[config.mk]
export PLATFORM = sky130hd
export DESIGN_NAME = serial_adder_flat
export DESIGN_NICKNAME = d
export VERILOG_FILES = /design/src/rtl/serial_adder_pkg.sv /design/src/rtl/serial_adder_if.sv /design/src/rtl/serial_adder_full_adder_bit.sv /design/src/rtl/serial_adder.sv /design/src/flat_wrapper.sv
export SDC_FILE = /design/constraint.sdc
export NUM_CORES = 1
export LEC_CHECK = 0
export BUFFER_PORTS_ARGS = -buffer_cell sky130_fd_sc_hd__buf_4
export CAP_MARGIN = 20
export CORE_MARGIN = 1.5
export CORE_UTILIZATION = 50
export DETAILED_ROUTE_END_ITERATION = 7
export PLACE_DENSITY = 0.72
export SYNTH_ARGS = -nofsm -noshare
export SYNTH_HDL_FRONTEND = slang
export SYNTH_SLANG_ARGS = --single-unit
[constraint.sdc]
create_clock -name clk -period 1.9 [get_ports clk]
set_clock_uncertainty 0.05 [all_clocks]
set_input_delay 0.285 -clock clk [delete_from_list [all_inputs] [get_ports clk]]
set_output_delay 0.285 -clock clk [all_outputs]
set_load 0.01 [all_outputs]
[src/rtl/serial_adder_pkg.sv]
// Shared types and sizing helpers for the bit-serial adder.
// Optional subtract mode is enabled by defining SERIAL_ADDER_SUB_EN.
package serial_adder_pkg;

    typedef enum logic [1:0] {
        IDLE  = 2'd0,
        SHIFT = 2'd1,
        DONE  = 2'd2
    } state_t;

    localparam int WIDTH_MIN = 2;
    localparam int WIDTH_MAX = 32;

    // Bit counter width; holds 0..WIDTH-1.
    function automatic int cnt_w(input int width);
        return $clog2(width);
    endfunction

endpackage : serial_adder_pkg

[src/rtl/serial_adder_if.sv]
// Start/busy/done handshake and operand/result bus of serial_adder.
// The sub signal exists only when SERIAL_ADDER_SUB_EN is defined.
interface serial_adder_if #(
    parameter int WIDTH = 8
);

    logic             start;
    logic [WIDTH-1:0] a;
    logic [WIDTH-1:0] b;
    logic             c_in;
`ifdef SERIAL_ADDER_SUB_EN
    logic             sub;
`endif
    logic             busy;
    logic             done;
    logic [WIDTH-1:0] sum;
    logic             c_out;
    logic             overflow;

    modport master (
        output start,
        output a,
        output b,
        output c_in,
`ifdef SERIAL_ADDER_SUB_EN
        output sub,
`endif
        input  busy,
        input  done,
        input  sum,
        input  c_out,
        input  overflow
    );

    modport slave (
        input  start,
        input  a,
        input  b,
        input  c_in,
`ifdef SERIAL_ADDER_SUB_EN
        input  sub,
`endif
        output busy,
        output done,
        output sum,
        output c_out,
        output overflow
    );

endinterface : serial_adder_if

[src/rtl/serial_adder_full_adder_bit.sv]
// Single combinational full-adder cell; the serial datapath wraps
// registers around one instance of it.
module full_adder_bit (
    input  logic a_i,
    input  logic b_i,
    input  logic ci_i,
    output logic s_o,
    output logic co_o
);

    assign s_o  = a_i ^ b_i ^ ci_i;
    assign co_o = (a_i & b_i) | (a_i & ci_i) | (b_i & ci_i);

endmodule : full_adder_bit

[src/rtl/serial_adder.sv]
// Bit-serial ripple adder, LSB first, one bit per clock, framed by start/busy/done.
// Define SERIAL_ADDER_SUB_EN to add the sub input (a - b via inverted b, carry-in 1).
module serial_adder
    import serial_adder_pkg::*;
#(
    parameter int WIDTH = 8
) (
    input  logic          clk,
    input  logic          rst_n,
    serial_adder_if.slave bus
);

    localparam int CNT_W = cnt_w(WIDTH);
    typedef logic [CNT_W-1:0] cnt_t;
    localparam cnt_t LAST_BIT = cnt_t'(WIDTH - 1);

    if (WIDTH < WIDTH_MIN || WIDTH > WIDTH_MAX) begin : g_width_check
        $error("serial_adder: WIDTH out of range");
    end

    state_t           state_q,  state_d;
    logic [WIDTH-1:0] a_sr_q,   a_sr_d;
    logic [WIDTH-1:0] b_sr_q,   b_sr_d;
    logic [WIDTH-1:0] sum_sr_q, sum_sr_d;
    logic             carry_q,  carry_d;
    cnt_t             cnt_q,    cnt_d;
    logic [WIDTH-1:0] sum_q,    sum_d;
    logic             c_out_q,  c_out_d;
    logic             ovf_q,    ovf_d;

    logic fa_s;
    logic fa_co;
    logic load;
    logic last_bit;

    full_adder_bit u_fa (
        .a_i  (a_sr_q[0]),
        .b_i  (b_sr_q[0]),
        .ci_i (carry_q),
        .s_o  (fa_s),
        .co_o (fa_co)
    );

    // A start is accepted in IDLE and also in DONE, giving back-to-back operation.
    assign load     = bus.start && (state_q != SHIFT);
    assign last_bit = (state_q == SHIFT) && (cnt_q == LAST_BIT);

    // State register.
    always_ff @(posedge clk or negedge rst_n) begin
        // NOTE: non-blocking assignments so every register samples pre-edge values.
        if (!rst_n) begin
            state_q <= IDLE;
        end else begin
            state_q <= state_d;
        end
    end

    // Next-state logic.
    always_comb begin
        // NOTE: default first so no path leaves state_d unassigned (no latch).
        state_d = state_q;
        unique case (state_q)
            IDLE:    if (bus.start) state_d = SHIFT;
            SHIFT:   if (last_bit)  state_d = DONE;
            DONE:    state_d = bus.start ? SHIFT : IDLE;
            default: state_d = IDLE;
        endcase
    end

    // Output decode from registered state only; no input-to-output path.
    always_comb begin
        bus.busy     = (state_q == SHIFT);
        bus.done     = (state_q == DONE);
        bus.sum      = sum_q;
        bus.c_out    = c_out_q;
        bus.overflow = ovf_q;
    end

    // Serial datapath next-state.
    always_comb begin
        a_sr_d   = a_sr_q;
        b_sr_d   = b_sr_q;
        sum_sr_d = sum_sr_q;
        carry_d  = carry_q;
        cnt_d    = cnt_q;
        sum_d    = sum_q;
        c_out_d  = c_out_q;
        ovf_d    = ovf_q;

        if (load) begin
            a_sr_d   = bus.a;
`ifdef SERIAL_ADDER_SUB_EN
            b_sr_d   = bus.sub ? ~bus.b : bus.b;
            carry_d  = bus.sub | bus.c_in;
`else
            b_sr_d   = bus.b;
            carry_d  = bus.c_in;
`endif
            cnt_d    = '0;
            sum_sr_d = '0;
        end else if (state_q == SHIFT) begin
            a_sr_d   = a_sr_q >> 1;
            b_sr_d   = b_sr_q >> 1;
            sum_sr_d = {fa_s, sum_sr_q[WIDTH-1:1]};
            carry_d  = fa_co;
            cnt_d    = cnt_q + cnt_t'(1);
            // On the MSB, carry_q is the carry into the MSB and fa_co the carry out.
            if (last_bit) begin
                sum_d   = {fa_s, sum_sr_q[WIDTH-1:1]};
                c_out_d = fa_co;
                ovf_d   = carry_q ^ fa_co;
            end
        end
    end

    // Datapath registers.
    always_ff @(posedge clk or negedge rst_n) begin
        // NOTE: every register here is reset, including the shift registers, so a
        // mid-operation reset leaves no stale partial result behind.
        if (!rst_n) begin
            a_sr_q   <= '0;
            b_sr_q   <= '0;
            sum_sr_q <= '0;
            carry_q  <= 1'b0;
            cnt_q    <= '0;
            sum_q    <= '0;
            c_out_q  <= 1'b0;
            ovf_q    <= 1'b0;
        end else begin
            a_sr_q   <= a_sr_d;
            b_sr_q   <= b_sr_d;
            sum_sr_q <= sum_sr_d;
            carry_q  <= carry_d;
            cnt_q    <= cnt_d;
            sum_q    <= sum_d;
            c_out_q  <= c_out_d;
            ovf_q    <= ovf_d;
        end
    end

endmodule : serial_adder

[src/flat_wrapper.sv]
// flat-port wrapper written by rule: the top's interface ports become plain ports
module serial_adder_flat import serial_adder_pkg::*;
#(
    parameter int WIDTH = 8
)
  (clk, rst_n, bus_start, bus_a, bus_b, bus_c_in, bus_busy, bus_done, bus_sum, bus_c_out, bus_overflow);
  serial_adder_if #(.WIDTH(WIDTH)) bus_i ();
  input  logic clk;
  input  logic rst_n;
  input wire logic [$bits(bus_i.start)-1:0] bus_start;
  input wire logic [$bits(bus_i.a)-1:0] bus_a;
  input wire logic [$bits(bus_i.b)-1:0] bus_b;
  input wire logic [$bits(bus_i.c_in)-1:0] bus_c_in;
  output wire logic [$bits(bus_i.busy)-1:0] bus_busy;
  output wire logic [$bits(bus_i.done)-1:0] bus_done;
  output wire logic [$bits(bus_i.sum)-1:0] bus_sum;
  output wire logic [$bits(bus_i.c_out)-1:0] bus_c_out;
  output wire logic [$bits(bus_i.overflow)-1:0] bus_overflow;
  assign bus_i.start = bus_start;
  assign bus_i.a = bus_a;
  assign bus_i.b = bus_b;
  assign bus_i.c_in = bus_c_in;
  assign bus_busy = bus_i.busy;
  assign bus_done = bus_i.done;
  assign bus_sum = bus_i.sum;
  assign bus_c_out = bus_i.c_out;
  assign bus_overflow = bus_i.overflow;
  serial_adder #(.WIDTH(WIDTH)) u_core (.clk(clk), .rst_n(rst_n), .bus(bus_i));
endmodule
# --- After elaboration in Yosys (flattened, before gate mapping) ---
# Index checks and enable logic that the tools add are counted.
totals:
  reg_bits: 40
  input_bits: 20
op_classes:
  add_sub_neg: 1
  n_eq_ne: 6
  muxes: 14
  n_bitwise: 9
  n_reduce_logical: 6
ops:
  columns: ["cell", "count"]
  rows:
  - ["$mux 8", 6]
  - ["$mux 3", 2]
  - ["$pmux 2 s3", 1]
  - ["$mux 2", 2]
  - ["$ne 2x1->1 const B", 2]
  - ["$add 3x1->3 const B", 1]
  - ["$and 1x1->1", 3]
  - ["$eq 3x3->1 const B", 1]
  - ["$mux 1", 3]
  - ["$reduce_and 3->1", 1]
  - ["$xor 1x1->1", 3]
  - ["$eq 2x1->1 const B", 1]
  - ["$eq 2x2->1 const B", 1]
  - ["$logic_and 1x1->1", 2]
  - ["$logic_not 2->1", 1]
  - ["$ne 2x2->1 const B", 1]
  - ["$or 1x1->1", 2]
  - ["$reduce_and 2->1", 1]
  - ["$reduce_bool 2->1", 1]
  - ["$not 1->1", 1]

# --- Longest topological paths before layout ---
logic_depth:
  depth_word: 5
  depth_mapped: 5
  ltp_nobuf: 4

# --- Hierarchy ---
# A second synthesis with hierarchy kept.
hier_totals:
  cells_unflattened: 121
  area_unflattened_um2: 1836.8
modules_own_cells:
  columns: ["mod", "n_inst", "cells_each", "area_each_um2"]
  rows:
  - ["serial_adder", 1, 120, 1816.7]
  - ["full_adder_bit", 1, 1, 20.0]

# --- Worst setup path after synthesis ---
# OpenSTA, ideal clock, no wires.
synth_path:
  kind: "register -> register"
  startpoint: "reg u_core.cnt_q[0]"
  endpoint: "reg u_core.c_out_q (netlist: u_core.bus.c_out)"
  setup_time_ns: 0.125
  t_arrival_ns: 1.386
  required_time_ns: 1.725
  setup_slack_ns: 0.339
  path_stages_with_launch: 6
  path_buffers: 1
  period_less_slack_ns: 1.561
  cell_sequence: "dfrtp_1 -> ha_1 -> ha_1 -> nand3b_1 -> buf_2 -> mux2_2"
synth_via:
  elab_chain_cells: 3
synth_rtl:
  columns: ["item", "line", "rtl"]
  rows:
  - ["from (decl)", "serial_adder.sv:26", "cnt_t cnt_q, cnt_d;"]
  - ["from (signal assigned)", "serial_adder.sv:134", "cnt_q <= cnt_d;"]
  - ["$eq 3x3->1", "serial_adder.sv:46", "assign last_bit = (state_q == SHIFT) && (cnt_q == LAST_BIT);"]
  - ["$logic_and 1x1->1", "serial_adder.sv:46", null]
  - ["$reduce_and 3->1 (no line)", null, null]
  - ["to (signal assigned)", "serial_adder.sv:136", "c_out_q <= c_out_d;"]
  - ["to (decl)", "serial_adder.sv:28", "logic c_out_q, c_out_d;"]
# Every way passes these cells.
# A chain may end at the register's enable or synchronous reset.

# --- Final worst setup path ---
layout_path:
  startpoint: "reg u_core.state_q[1]"
  endpoint: "out bus_busy"
layout_via:
  elab_chain_cells: 1
layout_rtl:
  columns: ["item", "line", "rtl"]
  rows:
  - ["from (decl)", "serial_adder.sv:21", "state_t state_q, state_d;"]
  - ["from (signal assigned)", "serial_adder.sv:54", "state_q <= state_d;"]
  - ["$eq 2x1->1", "serial_adder.sv:72", "bus.busy = (state_q == SHIFT);"]
  - ["to (decl)", "flat_wrapper.sv:14", "output wire logic [$bits(bus_i.busy)-1:0] bus_busy;"]
# Every way passes these cells.

==> results by group <==
Run status
  – Outcome: completed

Yosys
  – Ys flop type: dfrtp_1
  – Total nets after synthesis: 144
  – Seq/Total Area, Yosys: a little over half
  – Post-synth top cells: dfrtp_1, mux2_2, mux2_4
  – Async SR Flop Fraction: 100%
  – Synth warn: 0
  – Yosys cell types: 17
  – Register bit total from synthesis: 39
  – Syn Inst Count: approximately 120
  – Average cell area after synthesis: around 15 sq um
  – Count of flip-flops with a built-in enable after synthesis: 0
  – Dominant cell by count in the synthesized netlist: dfrtp_1
  – Mapped Area: about 1800 sq um
  – Yosys top cell area share: ~53%
  – Top post-synthesis cells by area: dfrtp_1, mux2_2, mux2_4
  – Area leader, netlist: dfrtp_1

Critical path
  – Crit-path max cell delay: 0.39 ns
  – Worst path slowest cell: dfrtp_1
  – Critical Path RT: 1.56 ns
  – Crit-path max FO: 10
  – Element type at the critical path end: output port
  – R2R Path Start: u_core.cnt_q[0]$_DFFE_PN0P_
  – CP dominant cell by count: buf_4
  – Worst-path cell chain: nand2b_2, buf_4, inv_1, buf_4
  – CP startpoint kind: flip-flop
  – Worst Setup SP: u_core.state_q[1]$_DFFE_PN0P_
  – CP Class: flip-flop to output port
  – Crit path DAT: ~1.4 ns

Clock tree
  – CTS root buf: clkbuf_8
  – # clock sinks: 39
  – Htree depth: 2
  – Clk buf depth: 2
  – TritonCTS Buffers: 5
  – Worst-skew pair later-pin latency: approximately 0.28 ns
  – Setup repair bufs after CTS: 0
  – CTS tree: built
  – Clock-pin slew on the worst setup and hold paths: 0.07 ns

Route
  – First-iteration detailed-routing DRC count: 31
  – Post-route DRC: 0
  – Wirelength, routed: between 2000 and 3000 um
  – Via density: ~5
  – DR pass1 iterations: 3
  – Routed vias: a little over 1,000
  – WL/cell: approximately 15 um
  – Routed Antenna Nets: 0

Global route
  – Largest net degree at the start of global routing: 40
  – Overflow after GRT: 0
  – Tot GR Track Use: 17.0%
  – Vias in the first global route: around 1,100
  – First-pass GRT wire length: just over 5000 um
  – Initial antenna violation count: 0

Run
  – Max-Cap Viols: 0

Place
  – GP Congestion: 0.740
  – HPWL Detailed: between 2000 and 2500 um
  – PortBufs: 31

Cells and area
  – # diodes: 0
  – Ratio of cells with drive above 1 in the final layout: roughly 58%
  – Area delta synth->final: 18.5%
  – Final net count: 180
  – Multi-input logic area: 787 sq um
  – Fin util: 63.2%
  – Fill cells: 276
  – Register area: between 900 and 1000 sq um

Floorplanning
  – Io pins: 32
  – Rows: 21
  – Die Wd: 63.6 um
  – Core Footprint: around 3400 sq um
  – Starting Density: between 50% and 60%
  – Die ar.: around 4000 sq um
  – Die H: 63.6 um

Hold path
  – Worst Hold Class: input port to flip-flop
  – HP Start: bus_b[7]

Power
  – Sw frac: between 20% and 30%
  – PD cells: 1480 nW/um^2
  – Worst VDD drop: between 0.8 and 0.9 mV
  – Clock Power Share: between 15 and 20%
  – Register share of total power: between 40% and 50%
  – Pint: ~2300 uW
  – P_sw: about 940 uW
  – P_leak: about 0.0011 uW
  – Combinational share of power: ~41%

Timing
  – FMAX: roughly 580 MHz
  – Fin crit share: between 90 and 100%
  – Tmin final: about 1.7 ns
  – Slew headroom: 68.4%
  – Final setup fails: 0
  – Worst Max-Slew Pin Slew: between 0.4 and 0.5 ns
  – Slew Limit Fails: 0
  – RSZ-0062 raised after global routing: no
  – Setup tns final: 0 ns
  – Final count of hold timing violations: 0
-- cells by family (layout without fill, tap and decap cells) --
| family | count (synthesis) | count (layout) | synth area share [%] |
|---|---|---|---|
| flip-flops | 39 | 39 | 53.1 |
| AO/OA/AOI/OAI | 1 | 1 | 0.341 |
| adder cells (fa/ha/maj) | 3 | 3 | 2.45 |
| XOR/XNOR | 1 | 1 | 0.477 |
| AND/OR/NAND/NOR | 15 | 15 | 4.90 |
| multiplexers | 52 | 52 | 34.5 |
| buffers and inverters | 10 | 45 | 4.16 |
-- cell type report --
cell class | instances | area share [%]
clock buffers | 6 | 3.33
inverters | 3 | 0.517
multi-input cells | 72 | 36.1
flip-flops and latches | 39 | 44.8
well taps | 46 | 2.64
repair buffers | 36 | 12.5
-- path summary, 6_finish.rpt --
| kind | endpoint | slack, ns | depth (start not counted) |
|---|---|---|---|
| setup reg to reg | u_core.bus.sum[0]$_DFFE_PN0P_ | 0.30 | 5 |
| hold reg to reg | u_core.cnt_q[0]$_DFFE_PN0P_ | 0.45 | 1 |
| setup / recovery | bus_busy | 0.18 | 4 |
| min in group asynchronous | u_core.bus.overflow$_DFFE_PN0P_ | 0.45 | 2 |
| max in group asynchronous | u_core.b_sr_q[2]$_DFFE_PN0P_ | 1.02 | 2 |
| hold / removal | u_core.b_sr_q[7]$_DFFE_PN0P_ | 0.20 | 3 |
-- power groups by stage --
| stage | logic [uW] | clock network, uW | registers (uW) |
|---|---|---|---|
| floorplan | 962 | 0 | 1400 |
| global placement | 1290 | 0 | 1400 |
| detailed placement | 1330 | 0 | 1420 |
| CTS | 1340 | 514 | 1410 |
| global route | 1440 | 549 | 1460 |
| finish | 1320 | 493 | 1400 |
-- worst max-delay path, delay by kind of cell, from the launching register on --
kind	cells	cell delay, ns
buffers and inverters	3	0.44
DFF	1	0.39
and+or+nand+nor	1	0.27
-- flip-flops by register name, indices dropped and copies added, names as in the netlist, 2 cells and up --
| signal | count |
|---|---|
| u_core.a_sr_q | 8 |
| u_core.b_sr_q | 8 |
| u_core.bus.sum | 8 |
| u_core.sum_sr_q | 7 |
| u_core.cnt_q | 3 |
| u_core.state_q | 2 |
-- per-layer routing --
metal,GRT usage (%),vias up,wire (um)
met5,0,-,0
met4,8.15,0,68
met3,6.61,6,143
met2,27.4,23,1420
met1,20.0,494,1310
li1,-,484,-
-- timing repair --
action | CTS | global route
hold endpoints to repair | 39 | 0
resized for setup | 0 | 1
endpoints found under the setup margin | 0 | 1
hold buffers | 1 | 0
-- layout by cell type (no fill, tap or decap), drive strengths merged --
cell type / n
buf: 35
clkbuf: 6
dfrtp: 39
dlygate4sd3: 1
fa: 1
ha: 2
inv: 3
mux2: 49
mux2i: 3
nand2b: 2
nand3b: 1
nor2: 2
nor2b: 10
o22ai: 1
xor2: 1
-- through the flow --
stage | total power [uW] | hold WS, ns | cells | instance area [sq um] | worst slack [ns]
after floorplan | 2360 | -0.0606 | 121 | 1840 | 0.339
after global routing | 3450 | 0.213 | 202 | 2180 | 0.0787
after CTS | 3260 | 0.194 | 202 | 2170 | 0.0336
after global placement | 2690 | 0.224 | 195 | 2090 | 0.371
final | 3210 | 0.197 | 202 | 2180 | 0.180
after detailed placement | 2750 | 0.231 | 195 | 2090 | 0.308
Note: power is estimated with default switching activity, not from simulation.
